### config.mk
export PLATFORM = sky130hd
export DESIGN_NAME = multicycle_ctrl_flat
export DESIGN_NICKNAME = d
export VERILOG_FILES = /design/src/rtl/multicycle_ctrl_if.sv /design/src/rtl/multicycle_ctrl.sv /design/src/flat_wrapper.sv
export SDC_FILE = /design/constraint.sdc
export NUM_CORES = 1
export LEC_CHECK = 0
export BUFFER_PORTS_ARGS = -buffer_cell sky130_fd_sc_hd__clkbuf_2
export CELL_PAD_IN_SITES_DETAIL_PLACEMENT = 0
export CELL_PAD_IN_SITES_GLOBAL_PLACEMENT = 1
export CORE_UTILIZATION = 39
export DETAILED_ROUTE_END_ITERATION = 10
export GPL_ROUTABILITY_DRIVEN = 0
export PLACE_DENSITY = 0.77
export SETUP_SLACK_MARGIN = 0.05
export SYNTH_ARGS = -nofsm -noshare
export SYNTH_HDL_FRONTEND = slang
export SYNTH_SLANG_ARGS = --single-unit
### constraint.sdc
create_clock -name clk -period 2.98 [get_ports clk]
set_input_delay 0.149 -clock clk [delete_from_list [all_inputs] [get_ports clk]]
set_output_delay 0.149 -clock clk [all_outputs]
set_load 0.05 [all_outputs]
### src/rtl/multicycle_ctrl_if.sv
// multicycle_ctrl_if: instruction/handshake inputs and datapath controls between controller and datapath
interface multicycle_ctrl_if #(parameter int STEP_W = 32);
  logic [6:0] op;
  logic [24:0] rest_instr;
  logic uart_done, flpt_done;
  logic pcwrite, memwrite, irwrite, regwrite, fregwrite, pcbufwrite, iord, branch;
  logic [1:0] alusrca, alusrcb, pcsrc;
  logic [2:0] regsrc, aluop;
  logic uart_go, rors, iorf, indecode, timeout_err;
  logic [STEP_W-1:0] steps;
  modport master (
    output op, rest_instr, uart_done, flpt_done,
    input pcwrite, memwrite, irwrite, regwrite, fregwrite, pcbufwrite, iord, branch,
    input alusrca, alusrcb, pcsrc, regsrc, aluop, uart_go, rors, iorf, indecode, timeout_err, steps
  );
  modport slave (
    input op, rest_instr, uart_done, flpt_done,
    output pcwrite, memwrite, irwrite, regwrite, fregwrite, pcbufwrite, iord, branch,
    output alusrca, alusrcb, pcsrc, regsrc, aluop, uart_go, rors, iorf, indecode, timeout_err, steps
  );
endinterface

### src/rtl/multicycle_ctrl.sv
// multicycle_ctrl: multicycle RISC-V style control FSM with memory latency, UART/FPU waits and step counter
module multicycle_ctrl #(
  parameter int MEM_LAT = 2,
  parameter int WAIT_TO = 0,
  parameter int STEP_W  = 32
) (
  input logic clk,
  input logic rstn,
  multicycle_ctrl_if.slave bus
);
  localparam logic [6:0] RTYPE = 7'b0110011, ITYPE = 7'b0010011, BTYPE = 7'b1100011,
    LUI = 7'b0110111, AUIPC = 7'b0010111, JAL = 7'b1101111, JALR = 7'b1100111,
    LW = 7'b0000011, SW = 7'b0100011, RECVB = 7'b0000001, SENDB = 7'b0000010,
    FLW = 7'b0000111, FSW = 7'b0100111, FTYPE = 7'b1010011;
  localparam int MX = WAIT_TO > MEM_LAT ? WAIT_TO : MEM_LAT;
  localparam int CW = $clog2(MX + 1);
  typedef enum logic [4:0] {
    FETCH, FWAIT, FVALID, DECODE, MEMADR, MREAD, MVALID, MWB, FMWB, MWRITE,
    EXEC, IEXEC, ALUWB, IWB, AUIPCS, LUIS, BRANCH, JALS, JALRS,
    SEND_GO, SEND_WAIT, RECV_GO, RECV_WAIT, RECV_WB, FEXEC
  } state_t;
  typedef struct packed {
    logic pcwrite, memwrite, irwrite, regwrite, fregwrite, pcbufwrite, iord, branch;
    logic uart_go, rors, indecode, mwr;
    logic [1:0] alusrca, alusrcb, pcsrc;
    logic [2:0] regsrc, aluop;
  } out_t;
  function automatic out_t dec(state_t s);
    out_t o = '0;
    case (s)
      FETCH:     begin o.pcwrite = 1'b1; o.pcbufwrite = 1'b1; o.alusrcb = 2'b01; end
      FVALID:    o.irwrite = 1'b1;
      DECODE:    begin o.alusrca = 2'b01; o.alusrcb = 2'b10; o.indecode = 1'b1; end
      MEMADR:    begin o.alusrca = 2'b10; o.alusrcb = 2'b10; end
      MREAD:     o.iord = 1'b1;
      MVALID:    o.iord = 1'b1;
      MWB:       begin o.regwrite = 1'b1; o.regsrc = 3'b001; end
      FMWB:      o.fregwrite = 1'b1;
      MWRITE:    begin o.memwrite = 1'b1; o.iord = 1'b1; o.mwr = 1'b1; end
      EXEC:      begin o.alusrca = 2'b10; o.aluop = 3'b100; end
      IEXEC:     begin o.alusrca = 2'b10; o.alusrcb = 2'b10; o.aluop = 3'b101; end
      ALUWB:     o.regwrite = 1'b1;
      IWB:       o.regwrite = 1'b1;
      AUIPCS:    o.regwrite = 1'b1;
      LUIS:      begin o.regwrite = 1'b1; o.regsrc = 3'b010; end
      BRANCH:    begin o.alusrca = 2'b10; o.pcsrc = 2'b01; o.branch = 1'b1; o.aluop = 3'b111; end
      JALS:      begin o.pcwrite = 1'b1; o.regwrite = 1'b1; o.regsrc = 3'b011; o.pcsrc = 2'b01; end
      JALRS:     begin
        o.pcwrite = 1'b1; o.regwrite = 1'b1; o.alusrca = 2'b10; o.alusrcb = 2'b10;
        o.regsrc = 3'b011; o.pcsrc = 2'b10;
      end
      SEND_GO:   begin o.uart_go = 1'b1; o.rors = 1'b1; end
      RECV_GO:   o.uart_go = 1'b1;
      RECV_WB:   begin o.regwrite = 1'b1; o.regsrc = 3'b100; end
      default:   ;
    endcase
    return o;
  endfunction
  state_t state_q, state_d;
  logic [CW-1:0] cnt_q, cnt_d;
  logic [STEP_W-1:0] steps_q;
  logic terr_q, tmo, terr_set;
  out_t out_q;
  always_comb begin
    state_d = FETCH;
    tmo = WAIT_TO > 0 && cnt_q == CW'(WAIT_TO - 1);
    case (state_q)
      FETCH:     state_d = MEM_LAT > 1 ? FWAIT : FVALID;
      FWAIT:     state_d = cnt_q == CW'(MEM_LAT - 2) ? FVALID : FWAIT;
      FVALID:    state_d = DECODE;
      DECODE:
        case (bus.op)
          LW, SW, FLW, FSW: state_d = MEMADR;
          RTYPE:   state_d = bus.rest_instr == '0 ? FETCH : EXEC;
          ITYPE:   state_d = IEXEC;
          BTYPE:   state_d = BRANCH;
          LUI:     state_d = LUIS;
          AUIPC:   state_d = AUIPCS;
          JAL:     state_d = JALS;
          JALR:    state_d = JALRS;
          SENDB:   state_d = SEND_GO;
          RECVB:   state_d = RECV_GO;
          FTYPE:   state_d = FEXEC;
          default: state_d = FETCH;
        endcase
      MEMADR:    state_d = (bus.op == LW || bus.op == FLW) ? MREAD :
                           (bus.op == SW || bus.op == FSW) ? MWRITE : FETCH;
      MREAD:     state_d = cnt_q == CW'(MEM_LAT - 1) ? MVALID : MREAD;
      MVALID:    state_d = bus.op == FLW ? FMWB : MWB;
      EXEC:      state_d = ALUWB;
      IEXEC:     state_d = IWB;
      SEND_GO:   state_d = SEND_WAIT;
      RECV_GO:   state_d = RECV_WAIT;
      SEND_WAIT: state_d = (bus.uart_done || tmo) ? FETCH : SEND_WAIT;
      RECV_WAIT: state_d = bus.uart_done ? RECV_WB : tmo ? FETCH : RECV_WAIT;
      FEXEC:     state_d = (bus.flpt_done || tmo) ? FETCH : FEXEC;
      default:   state_d = FETCH;
    endcase
    terr_set = tmo && (((state_q == SEND_WAIT || state_q == RECV_WAIT) && !bus.uart_done) ||
                       (state_q == FEXEC && !bus.flpt_done));
    cnt_d = state_d == state_q ? cnt_q + CW'(1) : '0;
  end
  // outputs are registered from the next state so they line up with state_q
  always_ff @(posedge clk or negedge rstn)
    if (!rstn) begin
      state_q <= FETCH;
      cnt_q   <= '0;
      steps_q <= '0;
      terr_q  <= 1'b0;
      out_q   <= dec(FETCH);
    end else begin
      state_q <= state_d;
      cnt_q   <= cnt_d;
      steps_q <= steps_q + STEP_W'(state_q == FETCH);
      terr_q  <= terr_q | terr_set;
      out_q   <= dec(state_d);
    end
  assign bus.pcwrite     = out_q.pcwrite;
  assign bus.memwrite    = out_q.memwrite;
  assign bus.irwrite     = out_q.irwrite;
  assign bus.regwrite    = out_q.regwrite;
  assign bus.fregwrite   = out_q.fregwrite;
  assign bus.pcbufwrite  = out_q.pcbufwrite;
  assign bus.iord        = out_q.iord;
  assign bus.branch      = out_q.branch;
  assign bus.alusrca     = out_q.alusrca;
  assign bus.alusrcb     = out_q.alusrcb;
  assign bus.pcsrc       = out_q.pcsrc;
  assign bus.regsrc      = out_q.regsrc;
  assign bus.aluop       = out_q.aluop;
  assign bus.uart_go     = out_q.uart_go;
  assign bus.rors        = out_q.rors;
  assign bus.indecode    = out_q.indecode;
  assign bus.iorf        = out_q.mwr & (bus.op == FSW);
  assign bus.timeout_err = terr_q;
  assign bus.steps       = steps_q;
endmodule

### src/flat_wrapper.sv
// flat-port wrapper written by rule: the top's interface ports become plain ports
module multicycle_ctrl_flat 
#(
  parameter int MEM_LAT = 2,
  parameter int WAIT_TO = 0,
  parameter int STEP_W  = 32
)
  (clk, rstn, bus_op, bus_rest_instr, bus_uart_done, bus_flpt_done, bus_pcwrite, bus_memwrite, bus_irwrite, bus_regwrite, bus_fregwrite, bus_pcbufwrite, bus_iord, bus_branch, bus_alusrca, bus_alusrcb, bus_pcsrc, bus_regsrc, bus_aluop, bus_uart_go, bus_rors, bus_iorf, bus_indecode, bus_timeout_err, bus_steps);
  multicycle_ctrl_if #(.STEP_W(STEP_W)) bus_i ();
  input logic clk;
  input logic rstn;
  input wire logic [$bits(bus_i.op)-1:0] bus_op;
  input wire logic [$bits(bus_i.rest_instr)-1:0] bus_rest_instr;
  input wire logic [$bits(bus_i.uart_done)-1:0] bus_uart_done;
  input wire logic [$bits(bus_i.flpt_done)-1:0] bus_flpt_done;
  output wire logic [$bits(bus_i.pcwrite)-1:0] bus_pcwrite;
  output wire logic [$bits(bus_i.memwrite)-1:0] bus_memwrite;
  output wire logic [$bits(bus_i.irwrite)-1:0] bus_irwrite;
  output wire logic [$bits(bus_i.regwrite)-1:0] bus_regwrite;
  output wire logic [$bits(bus_i.fregwrite)-1:0] bus_fregwrite;
  output wire logic [$bits(bus_i.pcbufwrite)-1:0] bus_pcbufwrite;
  output wire logic [$bits(bus_i.iord)-1:0] bus_iord;
  output wire logic [$bits(bus_i.branch)-1:0] bus_branch;
  output wire logic [$bits(bus_i.alusrca)-1:0] bus_alusrca;
  output wire logic [$bits(bus_i.alusrcb)-1:0] bus_alusrcb;
  output wire logic [$bits(bus_i.pcsrc)-1:0] bus_pcsrc;
  output wire logic [$bits(bus_i.regsrc)-1:0] bus_regsrc;
  output wire logic [$bits(bus_i.aluop)-1:0] bus_aluop;
  output wire logic [$bits(bus_i.uart_go)-1:0] bus_uart_go;
  output wire logic [$bits(bus_i.rors)-1:0] bus_rors;
  output wire logic [$bits(bus_i.iorf)-1:0] bus_iorf;
  output wire logic [$bits(bus_i.indecode)-1:0] bus_indecode;
  output wire logic [$bits(bus_i.timeout_err)-1:0] bus_timeout_err;
  output wire logic [$bits(bus_i.steps)-1:0] bus_steps;
  assign bus_i.op = bus_op;
  assign bus_i.rest_instr = bus_rest_instr;
  assign bus_i.uart_done = bus_uart_done;
  assign bus_i.flpt_done = bus_flpt_done;
  assign bus_pcwrite = bus_i.pcwrite;
  assign bus_memwrite = bus_i.memwrite;
  assign bus_irwrite = bus_i.irwrite;
  assign bus_regwrite = bus_i.regwrite;
  assign bus_fregwrite = bus_i.fregwrite;
  assign bus_pcbufwrite = bus_i.pcbufwrite;
  assign bus_iord = bus_i.iord;
  assign bus_branch = bus_i.branch;
  assign bus_alusrca = bus_i.alusrca;
  assign bus_alusrcb = bus_i.alusrcb;
  assign bus_pcsrc = bus_i.pcsrc;
  assign bus_regsrc = bus_i.regsrc;
  assign bus_aluop = bus_i.aluop;
  assign bus_uart_go = bus_i.uart_go;
  assign bus_rors = bus_i.rors;
  assign bus_iorf = bus_i.iorf;
  assign bus_indecode = bus_i.indecode;
  assign bus_timeout_err = bus_i.timeout_err;
  assign bus_steps = bus_i.steps;
  multicycle_ctrl #(.MEM_LAT(MEM_LAT), .WAIT_TO(WAIT_TO), .STEP_W(STEP_W)) u_core (.clk(clk), .rstn(rstn), .bus(bus_i));
endmodule
### Word-level counts from Yosys, hierarchy flattened

Index checks and enable logic that the tools add are counted.

| storage, ports and cells | value |
|---|---|
| memories kept | 0 |
| memory bits (writable) | 0 |
| latch bits | 0 |
| word-level logic and storage cells | 114 |
| bits in read-only memories | 0 |
| output and inout bits | 57 |
| bits in registers | 62 |
| input port bits | 36 |

| cells by class | value |
|---|---|
| equal/unequal tests | 49 |
| divide/modulo/power cells | 0 |
| $mul | 0 |
| multiplexer cells | 28 |
| bitwise gates (word level) | 1 |
| magnitude comparators | 0 |
| add/subtract/negate cells | 2 |
| shift-type cells | 0 |
| reduce and logical (&&, ||, !) cells | 15 |

Operators by type and width:

| operator | count |
|---|---|
| $pmux W5 S14 | 1 |
| $eq A5 B5 Y1 const B | 11 |
| $pmux W5 S11 | 1 |
| $eq A5 B4 Y1 const B | 10 |
| $eq A5 B3 Y1 const B | 7 |
| $add A32 B1 Y32 | 1 |
| $eq A7 B6 Y1 const B | 4 |
| $eq A7 B7 Y1 const B | 4 |
| $logic_not A25 Y1 | 1 |
| $eq A5 B2 Y1 const B | 4 |
| $mux W5 | 3 |
| $eq A7 B2 Y1 const B | 2 |
| $eq A7 B5 Y1 const B | 2 |
| $mux W1 | 12 |
| $mux W4 | 3 |
| $pmux W2 S2 | 3 |
| $pmux W3 S4 | 1 |
| $logic_not A5 Y1 | 2 |
| $pmux W3 S3 | 1 |
| $reduce_or A4 Y1 | 2 |
| $reduce_or A8 Y1 | 1 |
| $eq A7 B1 Y1 const B | 1 |
| $eq A7 B3 Y1 const B | 1 |
| $mux W2 | 3 |
| 10 further kinds | 14 |

### Longest topological paths before layout

Gate-level depths: netlist of run 1.

| logic depth | value |
|---|---|
| word-level depth | 8 |
| gate-level depth with buffers | 13 |
| gate-level depth less buffers | 11 |

### Least setup slack after synthesis of run 1

No wires, ideal clock.

| timing path | value |
|---|---|
| kind | reg-to-reg |
| start | register u_core.state_q[3] |
| end | register u_core.steps_q[30], in the netlist u_core.bus.steps[30] |
| setup time | 0.082 ns |
| path slack | 0.173 ns |
| required time | 2.898 ns |
| stages on the path, launching flop included | 14 |
| buffers on the path | 2 |
| period minus slack after synthesis | 2.807 ns |
| arrival | 2.725 ns |
| cell sequence | dfrtp_1 buf_2 buf_1 or3_1 nor3_1 ha_1 ha_1 nand3_1 nor2_1 nand3_1 nor2_1 nand3_1 nor2_1 xor2_1 |

| between the ends | value |
|---|---|
| longest elaborated chain between the ends | 2 |

RTL lines:

| what | line | RTL |
|---|---|---|
| start: declaration | multicycle_ctrl.sv:59 | `state_t state_q, state_d;` |
| start signal: assignment | multicycle_ctrl.sv:112 | `state_q <= state_d;` |
| $logic_not A5 Y1 | multicycle_ctrl.sv:114 | `steps_q <= steps_q + STEP_W'(state_q == FETCH);` |
| $add A32 B1 Y32 | multicycle_ctrl.sv:114 |  |
| end signal: assignment | multicycle_ctrl.sv:114 |  |
| end: declaration | multicycle_ctrl.sv:61 | `logic [STEP_W-1:0] steps_q;` |

Every way passes these cells.

### Worst setup path after layout of run 1

| timing path | value |
|---|---|
| start | register u_core.state_q[3] |
| end | register u_core.out_q, in the netlist u_core.bus.aluop[0] |

| between the ends | value |
|---|---|
| longest elaborated chain between the ends | 4 |
| elaborated cells between the ends (all ways) | 19 |
| those cells by class | eq/ne: 16; mux: 2; reduce/logical: 1 |

RTL lines:

| what | line | RTL |
|---|---|---|
| $eq A5 B5 Y1 (tied with other cells) | - |  |
| $pmux W5 S14 (*) | multicycle_ctrl.sv:67 | `case (state_q)` |
| $eq A5 B5 Y1 / $eq A5 B4 Y1 (equally long branches) | multicycle_ctrl.sv:30 | `case (s)` |
| $pmux W3 S3 (*) | multicycle_ctrl.sv:30 |  |
| end signal: assignment | multicycle_ctrl.sv:110 | `out_q <= dec(FETCH);` |
| end signal: assignment | multicycle_ctrl.sv:116 | `out_q <= dec(state_d);` |
| end: declaration | multicycle_ctrl.sv:63 | `out_t out_q;` |

Mark *: on every way between the ends. The rest lies on a longest branch, timed or not.

==> results of run 1 <==
[metal layers]
metal / wire (µm) / part of all wire
met1: 3555 / 0.45
met2: 3802 / 0.48
met3: 419 / 0.053
met4: 142 / 0.018
met5: 0 / 0
[critical path, stage by stage (launching register included)]
cell and delay [ns]:
sky130_fd_sc_hd__dfrtp_1 0.39, sky130_fd_sc_hd__buf_4 0.20, sky130_fd_sc_hd__nor3_1 0.25, sky130_fd_sc_hd__nand3_1 0.19
sky130_fd_sc_hd__or3_1 0.48, sky130_fd_sc_hd__nand2_1 0.15, sky130_fd_sc_hd__a21oi_1 0.22, sky130_fd_sc_hd__or4_1 0.56
sky130_fd_sc_hd__a21oi_1 0.14
[state kept, by name, summed over array words and instances, names as in the netlist, 2 cells and up]
register            flops
u_core.bus.alusrcb      2
u_core.bus.alusrca      2
u_core.state_q          5
u_core.bus.pcsrc        2
u_core.bus.aluop        3
u_core.bus.steps       32
u_core.cnt_q            2
u_core.bus.regsrc       3
[cell type report]
type | count | area, µm²
clock buffer | 10 | 127.6
clock inverter | 6 | 86.33
fill | 810 | 4131
inverter | 17 | 63.81
multi-input combinational | 243 | 1614
sequential | 61 | 1529
tap | 105 | 131.4
timing repair buffer | 101 | 533.0
[worst paths after layout]
check                                startpoint               endpoint  slack, ns  cells after the start
setup / recovery              u_core.state_q[3]    u_core.bus.aluop[0]       0.32                      8
hold / removal                        bus_op[3]     u_core.bus.uart_go       0.09                      2
setup reg to reg              u_core.state_q[3]    u_core.bus.aluop[0]       0.32                      8
hold reg to reg            u_core.bus.steps[31]   u_core.bus.steps[31]       0.48                      1
max in group asynchronous                  rstn  u_core.bus.alusrcb[0]       1.94                      3
min in group asynchronous                  rstn    u_core.bus.steps[9]       0.28                      2
[cells by family after synthesis]
logic type                 synth area share
xor gates and xnor gates            0.08954
buffers and inverters               0.05493
adders and majority gates           0.01505
and+or+nand+nor                      0.2645
muxes                               0.01279
other                              0.001128
DFF                                  0.4597
AOI/OAI and AO/OA                    0.1023
[Yosys cell counts (3+ instances only)]
library cell	instances
sky130_fd_sc_hd__nand3_1	23
sky130_fd_sc_hd__and3_1	10
sky130_fd_sc_hd__nor4b_1	4
sky130_fd_sc_hd__o22ai_1	4
sky130_fd_sc_hd__nor2_1	26
sky130_fd_sc_hd__dfrtp_1	59
sky130_fd_sc_hd__o211ai_1	4
sky130_fd_sc_hd__nand4_1	14
sky130_fd_sc_hd__nand2b_1	4
sky130_fd_sc_hd__a21oi_1	13
sky130_fd_sc_hd__and4_1	6
sky130_fd_sc_hd__nor3_1	5
sky130_fd_sc_hd__xor2_1	9
sky130_fd_sc_hd__buf_2	8
sky130_fd_sc_hd__or3_1	7
sky130_fd_sc_hd__nand2_1	23
sky130_fd_sc_hd__clkbuf_1	4
sky130_fd_sc_hd__nor4_1	7
sky130_fd_sc_hd__xnor2_1	25
sky130_fd_sc_hd__nor3b_1	5
sky130_fd_sc_hd__o21ai_0	6
sky130_fd_sc_hd__buf_4	5
sky130_fd_sc_hd__o2111ai_1	3
sky130_fd_sc_hd__inv_1	16
sky130_fd_sc_hd__ha_1	4
sky130_fd_sc_hd__nor2b_1	5
sky130_fd_sc_hd__and3b_1	4
[report_power, final]
group / leakage, nW / internal (mW) / switching (mW)
registers: 0.826 / 0.942 / 0.121
clock network: 0.107 / 0.471 / 0.335
logic: 1.08 / 0.328 / 0.736
total: 2.02 / 1.74 / 1.19
[through the flow]
stage	instances	hold WS, ns	setup slack (ns)	util
after floorplan	341	-0.1466	0.1733	-
after global placement	526	0.1123	0.3294	0.4699
after detailed placement	526	0.1176	0.3360	0.4699
after CTS	543	0.08892	0.3027	0.4972
after global routing	543	0.1101	0.06652	0.4972
final	543	0.09350	0.3165	0.4972
[cell usage in the layout (no fill, tap or decap), types with 2 or more instances in the layout]
master / n
sky130_fd_sc_hd__nor2b_1: 5
sky130_fd_sc_hd__nand4_1: 14
sky130_fd_sc_hd__and3_1: 10
sky130_fd_sc_hd__nor2_1: 26
sky130_fd_sc_hd__and2_1: 2
sky130_fd_sc_hd__nand3_1: 23
sky130_fd_sc_hd__bufinv_16: 2
sky130_fd_sc_hd__o22ai_1: 4
sky130_fd_sc_hd__nor4_1: 7
sky130_fd_sc_hd__xnor2_1: 25
sky130_fd_sc_hd__and3b_1: 4
sky130_fd_sc_hd__and4_1: 6
sky130_fd_sc_hd__inv_1: 16
sky130_fd_sc_hd__dfrtp_1: 59
sky130_fd_sc_hd__clkbuf_8: 9
sky130_fd_sc_hd__nor3b_1: 5
sky130_fd_sc_hd__o211ai_1: 4
sky130_fd_sc_hd__a21oi_1: 13
sky130_fd_sc_hd__mux2i_1: 2
sky130_fd_sc_hd__o21ai_0: 6
sky130_fd_sc_hd__or3_1: 7
sky130_fd_sc_hd__clkinv_2: 2
sky130_fd_sc_hd__xor2_1: 9
sky130_fd_sc_hd__nand2b_1: 4
sky130_fd_sc_hd__nor4b_1: 4
sky130_fd_sc_hd__dfstp_2: 2
sky130_fd_sc_hd__o2111ai_1: 3
sky130_fd_sc_hd__clkbuf_2: 91
sky130_fd_sc_hd__or4b_1: 2
sky130_fd_sc_hd__mux2_2: 2
sky130_fd_sc_hd__a31o_2: 2
sky130_fd_sc_hd__nand2_1: 23
sky130_fd_sc_hd__buf_4: 9
sky130_fd_sc_hd__nor3_1: 5
sky130_fd_sc_hd__ha_1: 4
[repair_timing]
action | CTS | global route
endpoints found under the hold margin | 16 | 0
hold buffers | 1 | 0
resized for setup | 0 | 0
==> metrics.txt, run 1 <==
# TYPE chip_impl_metric gauge
chip_impl_metric{name="slew_headroom",unit=""} 0.5687
chip_impl_metric{name="drtIter0Drc",unit=""} 151
chip_impl_metric{name="synth_edf_count",unit=""} 0
chip_impl_metric{name="crit_arrival",unit="ns"} 2.92
chip_impl_metric{name="synth_seq_cells",unit=""} 61
chip_impl_metric{name="route.detailed.vias_per_inst",unit=""} 5.250
chip_impl_info{name="outcome",value="complete, no violations"} 1
chip_impl_metric{name="antenna_found_initial",unit=""} 0
chip_impl_info{name="crit_path_end_kind",value="register"} 1
chip_impl_metric{name="hpwl",unit="µm"} 5888
chip_impl_info{name="synth_top_cells_by_area",value="sky130_fd_sc_hd__dfrtp_1 (44%), sky130_fd_sc_hd__xnor2_1 (6.6%), sky130_fd_sc_hd__nand3_1 (3.5%)"} 1
chip_impl_metric{name="synth_fp_nets",unit=""} 381
chip_impl_info{name="ys.flop_type",value="sky130_fd_sc_hd__dfrtp_1"} 1
chip_impl_metric{name="report.final.setup_viol",unit=""} 0
chip_impl_metric{name="port_buffers",unit=""} 91
chip_impl_metric{name="detail_route.wl_per_cell",unit="µm"} 14.59
chip_impl_metric{name="synth_cell_types",unit=""} 58
chip_impl_info{name="cts_tree",value="done"} 1
chip_impl_metric{name="core-area",unit="mm²"} 0.008217
chip_impl_metric{name="synth_area_per_cell",unit="µm²"} 9.753
chip_impl_metric{name="final.setup_skew",unit="ns"} 0.006395
chip_impl_metric{name="fmaxAchievable",unit="MHz"} 375.4
chip_impl_metric{name="p_leak",unit="nW"} 2.017
chip_impl_metric{name="met3_global_route_usage",unit=""} 0.04106
chip_impl_metric{name="post_synthesis_to_final_layout_area_growth",unit="%"} 22.84
chip_impl_metric{name="cellPowerDensity",unit="mW/mm²"} 718.1
chip_impl_metric{name="design.final.nets",unit=""} 473
chip_impl_metric{name="globalRouteMet1Util",unit=""} 0.2457
chip_impl_metric{name="placed_area",unit="mm²"} 0.003861
chip_impl_metric{name="dieArea",unit="mm²"} 0.008901
chip_impl_metric{name="n_antenna_cell",unit=""} 0
chip_impl_info{name="timing.hold.worst.class",value="input pin to register"} 1
chip_impl_metric{name="num_vias",unit=""} 2851
chip_impl_metric{name="final_max_slew_viol_count",unit=""} 0
chip_impl_metric{name="clkTransAtPathRegs",unit="ns"} 0.07
chip_impl_metric{name="layout_cells_sized_above_1",unit=""} 0.2945
chip_impl_metric{name="timing.critical_path.fanout_max",unit=""} 17
chip_impl_metric{name="netlist.area_leader.share",unit=""} 0.4439
chip_impl_metric{name="routed_wirelength",unit="µm"} 7920
chip_impl_metric{name="die-width",unit="µm"} 94.35
chip_impl_metric{name="syn-cell-area",unit="mm²"} 0.003326
chip_impl_metric{name="chipHeight",unit="µm"} 94.35
chip_impl_metric{name="globalRoute.totalOverflow",unit=""} 0
chip_impl_metric{name="setup-tns-final",unit="ns"} 0
chip_impl_metric{name="post-cts-setup-buffer-count",unit=""} 0
chip_impl_info{name="rsz0062_at_grt",value="no"} 1
chip_impl_info{name="grt_busiest_layer",value="met2"} 1
chip_impl_metric{name="finish.instance_area",unit="mm²"} 0.004085
chip_impl_info{name="timing.critical_path.from_type",value="register"} 1
chip_impl_metric{name="grt_pass1_wl",unit="µm"} 12730
chip_impl_metric{name="detail_route.first_pass.iterations",unit=""} 4
chip_impl_metric{name="final-hold-violation-count",unit=""} 0
chip_impl_metric{name="ys.warnings.count",unit=""} 0
chip_impl_metric{name="power",unit="mW"} 2.934
chip_impl_metric{name="count_of_mapped_cells_out_of_synthesis",unit=""} 341
chip_impl_metric{name="clk-insertion-delay-late",unit="ns"} 0.34
chip_impl_metric{name="initial_core_util",unit=""} 0.4048
chip_impl_metric{name="asyncSetResetFlopFracSynth",unit=""} 1.000
chip_impl_metric{name="max-clock-path-buffers",unit=""} 2
chip_impl_metric{name="grt_pass1_vias",unit=""} 2649
chip_impl_info{name="netlist.top_cell.by_area",value="sky130_fd_sc_hd__dfrtp_1"} 1
chip_impl_metric{name="synth.yosys.seq_area_share",unit=""} 0.4597
chip_impl_metric{name="crit_required",unit="ns"} 3.24
chip_impl_metric{name="rows",unit=""} 33
chip_impl_metric{name="irDropWorstVdd",unit="V"} 0.0002319
chip_impl_metric{name="max_slew.worst_pin.slew",unit="ns"} 0.6469
chip_impl_metric{name="grt_max_degree",unit=""} 28
chip_impl_info{name="cts_root_buffer",value="sky130_fd_sc_hd__clkbuf_8"} 1
chip_impl_metric{name="cap_viol_max_count",unit=""} 0
chip_impl_metric{name="fin_crit",unit="ns"} 2.664
chip_impl_metric{name="grt_use_total",unit=""} 0.1877
chip_impl_metric{name="cts_htree_levels",unit=""} 3
chip_impl_metric{name="drcViolationCount",unit=""} 0
chip_impl_metric{name="global_route.usage.met2",unit=""} 0.3019
chip_impl_info{name="timing.setup.critical_path_class",value="register to register"} 1
chip_impl_metric{name="ant_nets",unit=""} 0
chip_impl_metric{name="clkSinkCount",unit=""} 61
chip_impl_metric{name="io-pin-count",unit=""} 93
chip_impl_metric{name="finalCritPeriodShare",unit=""} 0.8938
chip_impl_metric{name="cts_buffers",unit=""} 9
Power figures use the tool's default switching activity.
==> run 2, diff against run 1 <==
Settings changed: BUFFER_PORTS_ARGS -buffer_cell sky130_fd_sc_hd__clkbuf_2 to unset, CORE_UTILIZATION 39 to 48, DONT_BUFFER_PORTS set to 1, PLACE_DENSITY 0.77 to 0.78.
==> run 2 against run 1 <==
Effect of this change:
- largest power group unchanged
- critical path type unchanged
- flip-flop and latch count is the same
- critical endpoint is now u_core.bus.steps[30]
- cell area shrank 8.1%
- clock skew grew 0.0032 ns
- first-iteration DRC count shrank 46%
- largest cell class unchanged
- register-to-register slack gained 0.05 ns
- worst hold slack lost 0.015 ns
- critical path depth grew 3
- sequential power grew 18%
- clock-buffer cell count shrank 1
- clock power grew 1%
==> metrics.txt, run 2 (synthesis gave the netlist of run 1 again) <==
# TYPE chip_impl_metric gauge
chip_impl_info{name="outcome",value="complete, no violations"} 1
chip_impl_metric{name="final.setup_skew",unit="ns"} 0.009558
chip_impl_metric{name="core-area",unit="mm²"} 0.006531
chip_impl_metric{name="final-hold-violation-count",unit=""} 0
chip_impl_metric{name="drcViolationCount",unit=""} 0
chip_impl_metric{name="detail_route.wl_per_cell",unit="µm"} 16.60
chip_impl_metric{name="io-pin-count",unit=""} 93
chip_impl_metric{name="p_leak",unit="nW"} 1.700
chip_impl_metric{name="die-width",unit="µm"} 85.24
chip_impl_info{name="crit_path_end_kind",value="register"} 1
chip_impl_metric{name="clk-insertion-delay-late",unit="ns"} 0.34
chip_impl_metric{name="report.final.setup_viol",unit=""} 0
chip_impl_metric{name="fmaxAchievable",unit="MHz"} 382.3
chip_impl_info{name="layout_commonest_cell",value="sky130_fd_sc_hd__dfrtp_1"} 1
chip_impl_metric{name="ant_nets",unit=""} 0
chip_impl_metric{name="route.detailed.vias_per_inst",unit=""} 5.877
chip_impl_metric{name="antenna_found_initial",unit=""} 0
chip_impl_metric{name="port_buffers",unit=""} 0
chip_impl_info{name="timing.hold.worst.class",value="input pin to register"} 1
chip_impl_metric{name="design.final.nets",unit=""} 397
chip_impl_metric{name="grt_pass1_wl",unit="µm"} 12110
chip_impl_metric{name="grt_use_total",unit=""} 0.2156
chip_impl_metric{name="finalCritPeriodShare",unit=""} 0.8778
chip_impl_metric{name="power",unit="mW"} 2.899
chip_impl_metric{name="crit_arrival",unit="ns"} 2.87
chip_impl_metric{name="cts_buffers",unit=""} 9
chip_impl_metric{name="final_max_slew_viol_count",unit=""} 0
chip_impl_metric{name="detail_route.first_pass.iterations",unit=""} 5
chip_impl_metric{name="fill_cells",unit=""} 603
chip_impl_metric{name="irDropWorstVdd",unit="V"} 0.0005822
chip_impl_metric{name="routed_wirelength",unit="µm"} 7286
chip_impl_metric{name="cellPowerDensity",unit="mW/mm²"} 772.0
chip_impl_metric{name="placed_area",unit="mm²"} 0.003446
chip_impl_metric{name="post_synthesis_to_final_layout_area_growth",unit="%"} 12.90
chip_impl_metric{name="slew_headroom",unit=""} 0.6023
chip_impl_metric{name="globalRoute.totalOverflow",unit=""} 0
chip_impl_metric{name="setup-tns-final",unit="ns"} 0
chip_impl_info{name="timing.setup.critical_path_class",value="register to register"} 1
chip_impl_info{name="cts_root_buffer",value="sky130_fd_sc_hd__clkbuf_8"} 1
chip_impl_metric{name="largest_reg_flops",unit=""} 32
chip_impl_info{name="timing.critical_path.from_type",value="register"} 1
chip_impl_metric{name="rows",unit=""} 29
chip_impl_metric{name="hpwl",unit="µm"} 5206
chip_impl_info{name="top_library_cells_by_usage_in_the_layout_fill_and_taps_aside",value="sky130_fd_sc_hd__dfrtp_1 (59), sky130_fd_sc_hd__xnor2_1 (25), sky130_fd_sc_hd__nor2_1 (24)"} 1
chip_impl_metric{name="drtIter0Drc",unit=""} 81
chip_impl_metric{name="grt_pass1_vias",unit=""} 2451
chip_impl_metric{name="clkSinkCount",unit=""} 61
chip_impl_metric{name="grt_max_degree",unit=""} 62
chip_impl_metric{name="max_slew.worst_pin.slew",unit="ns"} 0.5965
chip_impl_metric{name="n_antenna_cell",unit=""} 0
chip_impl_metric{name="max-clock-path-buffers",unit=""} 2
chip_impl_metric{name="clkTransAtPathRegs",unit="ns"} 0.08
chip_impl_metric{name="finish.instance_area",unit="mm²"} 0.003755
chip_impl_metric{name="stdcell_count",unit=""} 439
chip_impl_metric{name="timing.critical_path.fanout_max",unit=""} 3
chip_impl_info{name="cts_tree",value="done"} 1
chip_impl_metric{name="cap_viol_max_count",unit=""} 0
chip_impl_info{name="rsz0062_at_grt",value="no"} 1
chip_impl_metric{name="placed_cells_incl_taps",unit=""} 417
chip_impl_metric{name="chipHeight",unit="µm"} 85.24
chip_impl_metric{name="crit_required",unit="ns"} 3.24
chip_impl_metric{name="layout_cells_sized_above_1",unit=""} 0.1464
chip_impl_metric{name="fin_crit",unit="ns"} 2.616
chip_impl_metric{name="dieArea",unit="mm²"} 0.007265
chip_impl_metric{name="initial_core_util",unit=""} 0.5092
chip_impl_metric{name="num_vias",unit=""} 2580
chip_impl_metric{name="cts_htree_levels",unit=""} 3
run 2: changes by cell type in the layout (fill, tap and decap cells not counted), sizes merged:
cell	before	now
buf	9	20
clkbuf	101	9
clkinvlp	1	2
dlygate4sd3	1	5
run 2: worst paths after layout:
kind,from,endpoint,slack (ns),cells past startpoint
setup / recovery,u_core.state_q[3],u_core.bus.steps[30],0.36,11
hold / removal,bus_op[5],u_core.bus.fregwrite,0.08,3
setup reg to reg,u_core.state_q[3],u_core.bus.steps[30],0.36,11
hold reg to reg,u_core.cnt_q[0],u_core.cnt_q[0],0.50,1
max in group asynchronous,rstn,u_core.bus.alusrcb[0],2.32,2
min in group asynchronous,rstn,u_core.bus.steps[25],0.35,2
run 2: worst max-delay path, stage by stage, from the launching register on:
cell and delay, ns:
sky130_fd_sc_hd__dfrtp_1 0.37, sky130_fd_sc_hd__or3_1 0.42, sky130_fd_sc_hd__nor3_2 0.16, sky130_fd_sc_hd__ha_1 0.22, sky130_fd_sc_hd__ha_1 0.19, sky130_fd_sc_hd__nand3_1 0.15
sky130_fd_sc_hd__nor2_1 0.19, sky130_fd_sc_hd__nand3_1 0.12, sky130_fd_sc_hd__nor2_2 0.20, sky130_fd_sc_hd__nand3_1 0.16, sky130_fd_sc_hd__nor2_1 0.18, sky130_fd_sc_hd__xor2_1 0.18
run 2: cell type report:
type	count	area, µm²	area share
timing repair buffer	25	220.2	0.05865
clock inverter	7	97.59	0.02599
sequential	61	1529	0.4072
clock buffer	9	123.9	0.03299
tap	77	96.34	0.02566
inverter	17	63.81	0.01699
multi-input combinational	243	1624	0.4325
run 2: what timing repair did:
action / CTS / global route
hold buffers: 6 / 0
setup endpoints to repair: 0 / 5
buffers inserted: 0 / 0
hold endpoints to repair: 64 / 0
resized for setup: 0 / 3
run 2: layer usage:
| metal | track usage | vias up | share of wire |
|---|---|---|---|
| met5 | 0 | - | 0 |
| met4 | 0.08166 | 0 | 0.013 |
| met3 | 0.07004 | 7 | 0.058 |
| met2 | 0.3512 | 93 | 0.49 |
| met1 | 0.2670 | 1226 | 0.44 |
| li1 | - | 1254 | - |
run 2: metrics by stage:
stage / setup slack [ns] / hold slack [ns] / util
2_1_floorplan: 0.1733 / -0.1466 / -
3_3_place_gp: 0.3021 / -0.1451 / 0.5276
3_5_place_dp: 0.1859 / -0.1455 / 0.5276
4_1_cts: 0.1698 / 0.04907 / 0.5734
5_1_grt: 0.1216 / 0.09049 / 0.5749
6_report: 0.3642 / 0.07900 / 0.5749
run 2: report_power, final:
part	total, mW	internal, mW	switching (mW)
clock network	0.814	0.473	0.341
logic	0.835	0.310	0.524
registers	1.25	0.943	0.307
==> run 3, diff against run 2 <==
Settings changed: PLACE_DENSITY 0.78 to unset, PLACE_DENSITY_LB_ADDON set to 0.1.
==> run 3 against run 2 <==
Effect of this change:
- sequential share of layout area is 0.43 points higher
- global-route usage grew 0.51 points
- register-to-register slack got worse by 0.03 ns
- critical path depth shrank 4
- first-iteration DRC count up 3.7%
- critical path type unchanged
- largest cell class unchanged
==> metrics.txt, run 3 (synthesis gave the netlist of run 1 again) <==
# TYPE chip_impl_metric gauge
chip_impl_info{name="outcome",value="complete, no violations"} 1
chip_impl_metric{name="irDropWorstVdd",unit="V"} 0.0004171
chip_impl_metric{name="multi_input_gate_area_in_the_final_layout",unit="mm²"} 0.001624
chip_impl_metric{name="p_leak",unit="nW"} 1.684
chip_impl_metric{name="cpPeakStageDelay",unit="ns"} 0.60
chip_impl_metric{name="route.detailed.vias_per_inst",unit=""} 5.945
chip_impl_metric{name="worstHoldPathCells",unit=""} 3
chip_impl_info{name="timing.setup.critical_path_class",value="register to register"} 1
chip_impl_info{name="timing.hold.worst.class",value="input pin to register"} 1
chip_impl_metric{name="initial_core_util",unit=""} 0.5092
chip_impl_metric{name="finish.instance_area",unit="mm²"} 0.003716
chip_impl_metric{name="routed_wirelength",unit="µm"} 7367
chip_impl_metric{name="final_max_slew_viol_count",unit=""} 0
chip_impl_metric{name="setup-tns-final",unit="ns"} 0
chip_impl_metric{name="grt_max_degree",unit=""} 62
chip_impl_info{name="crit_path_end_kind",value="register"} 1
chip_impl_metric{name="rows",unit=""} 29
chip_impl_info{name="cts_root_buffer",value="sky130_fd_sc_hd__clkbuf_8"} 1
chip_impl_metric{name="slew_headroom",unit=""} 0.6077
chip_impl_metric{name="grt_pass1_vias",unit=""} 2520
chip_impl_metric{name="r2r_setup_slack",unit="ns"} 0.33
chip_impl_metric{name="dieArea",unit="mm²"} 0.007265
chip_impl_info{name="reg2reg_to",value="u_core.cnt_q[0]"} 1
chip_impl_info{name="cts_tree",value="done"} 1
chip_impl_metric{name="cts_htree_levels",unit=""} 3
chip_impl_metric{name="max-clock-path-buffers",unit=""} 2
chip_impl_info{name="layout_commonest_cell",value="sky130_fd_sc_hd__dfrtp_1"} 1
chip_impl_metric{name="clkTransAtPathRegs",unit="ns"} 0.07
chip_impl_metric{name="layout_cells_sized_above_1",unit=""} 0.1417
chip_impl_metric{name="fill_cells",unit=""} 569
chip_impl_metric{name="grt_use_total",unit=""} 0.2207
chip_impl_metric{name="crit_required",unit="ns"} 3.19
chip_impl_metric{name="clk-insertion-delay-late",unit="ns"} 0.34
chip_impl_metric{name="final.setup_skew",unit="ns"} 0.007546
chip_impl_metric{name="placed_area",unit="mm²"} 0.003431
chip_impl_metric{name="cap_viol_max_count",unit=""} 0
chip_impl_metric{name="n_antenna_cell",unit=""} 0
chip_impl_metric{name="antenna_found_initial",unit=""} 0
chip_impl_metric{name="crit_arrival",unit="ns"} 2.86
chip_impl_info{name="critical_path.slowest_cell",value="sky130_fd_sc_hd__dfrtp_1"} 1
chip_impl_metric{name="die-width",unit="µm"} 85.24
chip_impl_metric{name="grt_pass1_wl",unit="µm"} 12390
chip_impl_metric{name="core-area",unit="mm²"} 0.006531
chip_impl_metric{name="register_area",unit="mm²"} 0.001529
chip_impl_metric{name="wl_met2",unit="µm"} 3494
chip_impl_info{name="hold_path.startpoint",value="bus_op[5]"} 1
chip_impl_metric{name="chipHeight",unit="µm"} 85.24
chip_impl_metric{name="max_slew.worst_pin.slew",unit="ns"} 0.5884
chip_impl_metric{name="fmaxAchievable",unit="MHz"} 377.4
chip_impl_metric{name="timing.critical_path.fanout_max",unit=""} 14
chip_impl_metric{name="final-hold-violation-count",unit=""} 0
chip_impl_info{name="cp_top_family",value="compound AO/OA/AOI/OAI gates"} 1
chip_impl_metric{name="design.final.nets",unit=""} 395
chip_impl_info{name="topRoutingLayerUsed",value="met4"} 1
chip_impl_metric{name="ant_nets",unit=""} 0
chip_impl_info{name="rsz0062_at_grt",value="no"} 1
chip_impl_metric{name="largest_reg_flops",unit=""} 32
chip_impl_info{name="rr_startpoint",value="u_core.state_q[1]"} 1
chip_impl_metric{name="cellPowerDensity",unit="mW/mm²"} 750.1
chip_impl_metric{name="post_synthesis_to_final_layout_area_growth",unit="%"} 11.74
chip_impl_metric{name="cts_buffers",unit=""} 9
chip_impl_metric{name="globalRoute.totalOverflow",unit=""} 0
chip_impl_metric{name="wl_met3",unit="µm"} 427
chip_impl_info{name="top_library_cells_by_usage_in_the_layout_fill_and_taps_aside",value="sky130_fd_sc_hd__dfrtp_1 (59), sky130_fd_sc_hd__xnor2_1 (25), sky130_fd_sc_hd__nor2_1 (24)"} 1
chip_impl_metric{name="hpwl",unit="µm"} 5218
chip_impl_metric{name="wl_met1",unit="µm"} 3330
chip_impl_metric{name="num_vias",unit=""} 2598
chip_impl_metric{name="drcViolationCount",unit=""} 0
chip_impl_metric{name="finalCritPeriodShare",unit=""} 0.8892
chip_impl_info{name="path_cells",value="buf_4 -> nor2_1 -> or3_1 -> a311o_1 -> a311oi_1 -> o2111ai_1 -> a2111oi_0"} 1
chip_impl_metric{name="fin_crit",unit="ns"} 2.650
chip_impl_metric{name="io-pin-count",unit=""} 93
chip_impl_metric{name="drtIter0Drc",unit=""} 84
chip_impl_info{name="hold_end",value="u_core.bus.fregwrite"} 1
chip_impl_metric{name="clkSinkCount",unit=""} 61
chip_impl_metric{name="detail_route.first_pass.iterations",unit=""} 4
chip_impl_metric{name="detail_route.wl_per_cell",unit="µm"} 16.86
chip_impl_metric{name="report.final.setup_viol",unit=""} 0
chip_impl_metric{name="r2r.worst_path.cells",unit=""} 7
chip_impl_metric{name="worstPathBufferInverterCount",unit=""} 1
chip_impl_info{name="timing.critical_path.from_type",value="register"} 1
chip_impl_metric{name="port_buffers",unit=""} 0
[run 3: changes by cell type in the layout (fill, tap and decap cells not counted)]
cell	change
sky130_fd_sc_hd__clkinvlp_4	-1
sky130_fd_sc_hd__clkinv_2	+1
sky130_fd_sc_hd__bufinv_16	-1
sky130_fd_sc_hd__clkinv_4	+1
sky130_fd_sc_hd__buf_4	-2
[run 3: area by class of cell]
cell class,count,share of cell area
timing repair buffer,23,0.05522
inverter,17,0.01717
sequential,61,0.4114
tap,77,0.02593
clock inverter,7,0.01987
multi-input combinational,243,0.4370
clock buffer,9,0.03333
[run 3: metrics by stage]
step	cells	setup WS [ns]	utilization	total power, mW	hold WS [ns]
detailed placement	415	0.2413	0.5253	2.044	-0.1455
global route	437	0.1133	0.5690	2.956	0.05828
finish	437	0.3301	0.5690	2.787	0.04556
global placement	415	0.3157	0.5253	2.042	-0.1455
CTS	437	0.2227	0.5674	2.806	0.02840
floorplan	341	0.1733	-	1.867	-0.1466
[run 3: worst max path at each step]
stage                                 endpoint              start  depth (start not counted)  slack [ns]
after floorplan           u_core.bus.steps[30]  u_core.state_q[3]                         13        0.17
final                          u_core.cnt_q[0]  u_core.state_q[1]                          7        0.33
after CTS                 u_core.bus.steps[28]  u_core.state_q[3]                         11        0.22
after global routing      u_core.bus.steps[31]  u_core.state_q[3]                         10        0.11
after detailed placement  u_core.bus.steps[28]  u_core.state_q[3]                         11        0.24
after global placement    u_core.bus.steps[28]  u_core.state_q[3]                         11        0.32
[run 3: repair_timing]
action | 4_1_cts | 5_1_grt
hold buffers | 6 | 0
endpoints found under the setup margin | 0 | 4
resized for setup | 0 | 3
hold endpoints to repair | 64 | 0
setup buffers | 0 | 0
[run 3: layer usage]
| layer | global-route usage | up-vias |
|---|---|---|
| li1 | - | 1244 |
| met1 | 0.2830 | 1251 |
| met2 | 0.3526 | 91 |
| met3 | 0.06907 | 12 |
| met4 | 0.07858 | 0 |
| met5 | 0 | - |
[run 3: worst min-delay path, cell delays in order]
cell                      delay, ns
sky130_fd_sc_hd__nor2b_1       0.05
sky130_fd_sc_hd__nand3_1       0.09
sky130_fd_sc_hd__nor2_1        0.05
[run 3: report_power, final]
part | internal, mW | leakage (nW) | switching [mW] | total (mW)
clock network | 0.388 | 0.0996 | 0.338 | 0.726
logic | 0.300 | 0.758 | 0.508 | 0.808
registers | 0.943 | 0.826 | 0.311 | 1.25
total | 1.63 | 1.68 | 1.16 | 2.79
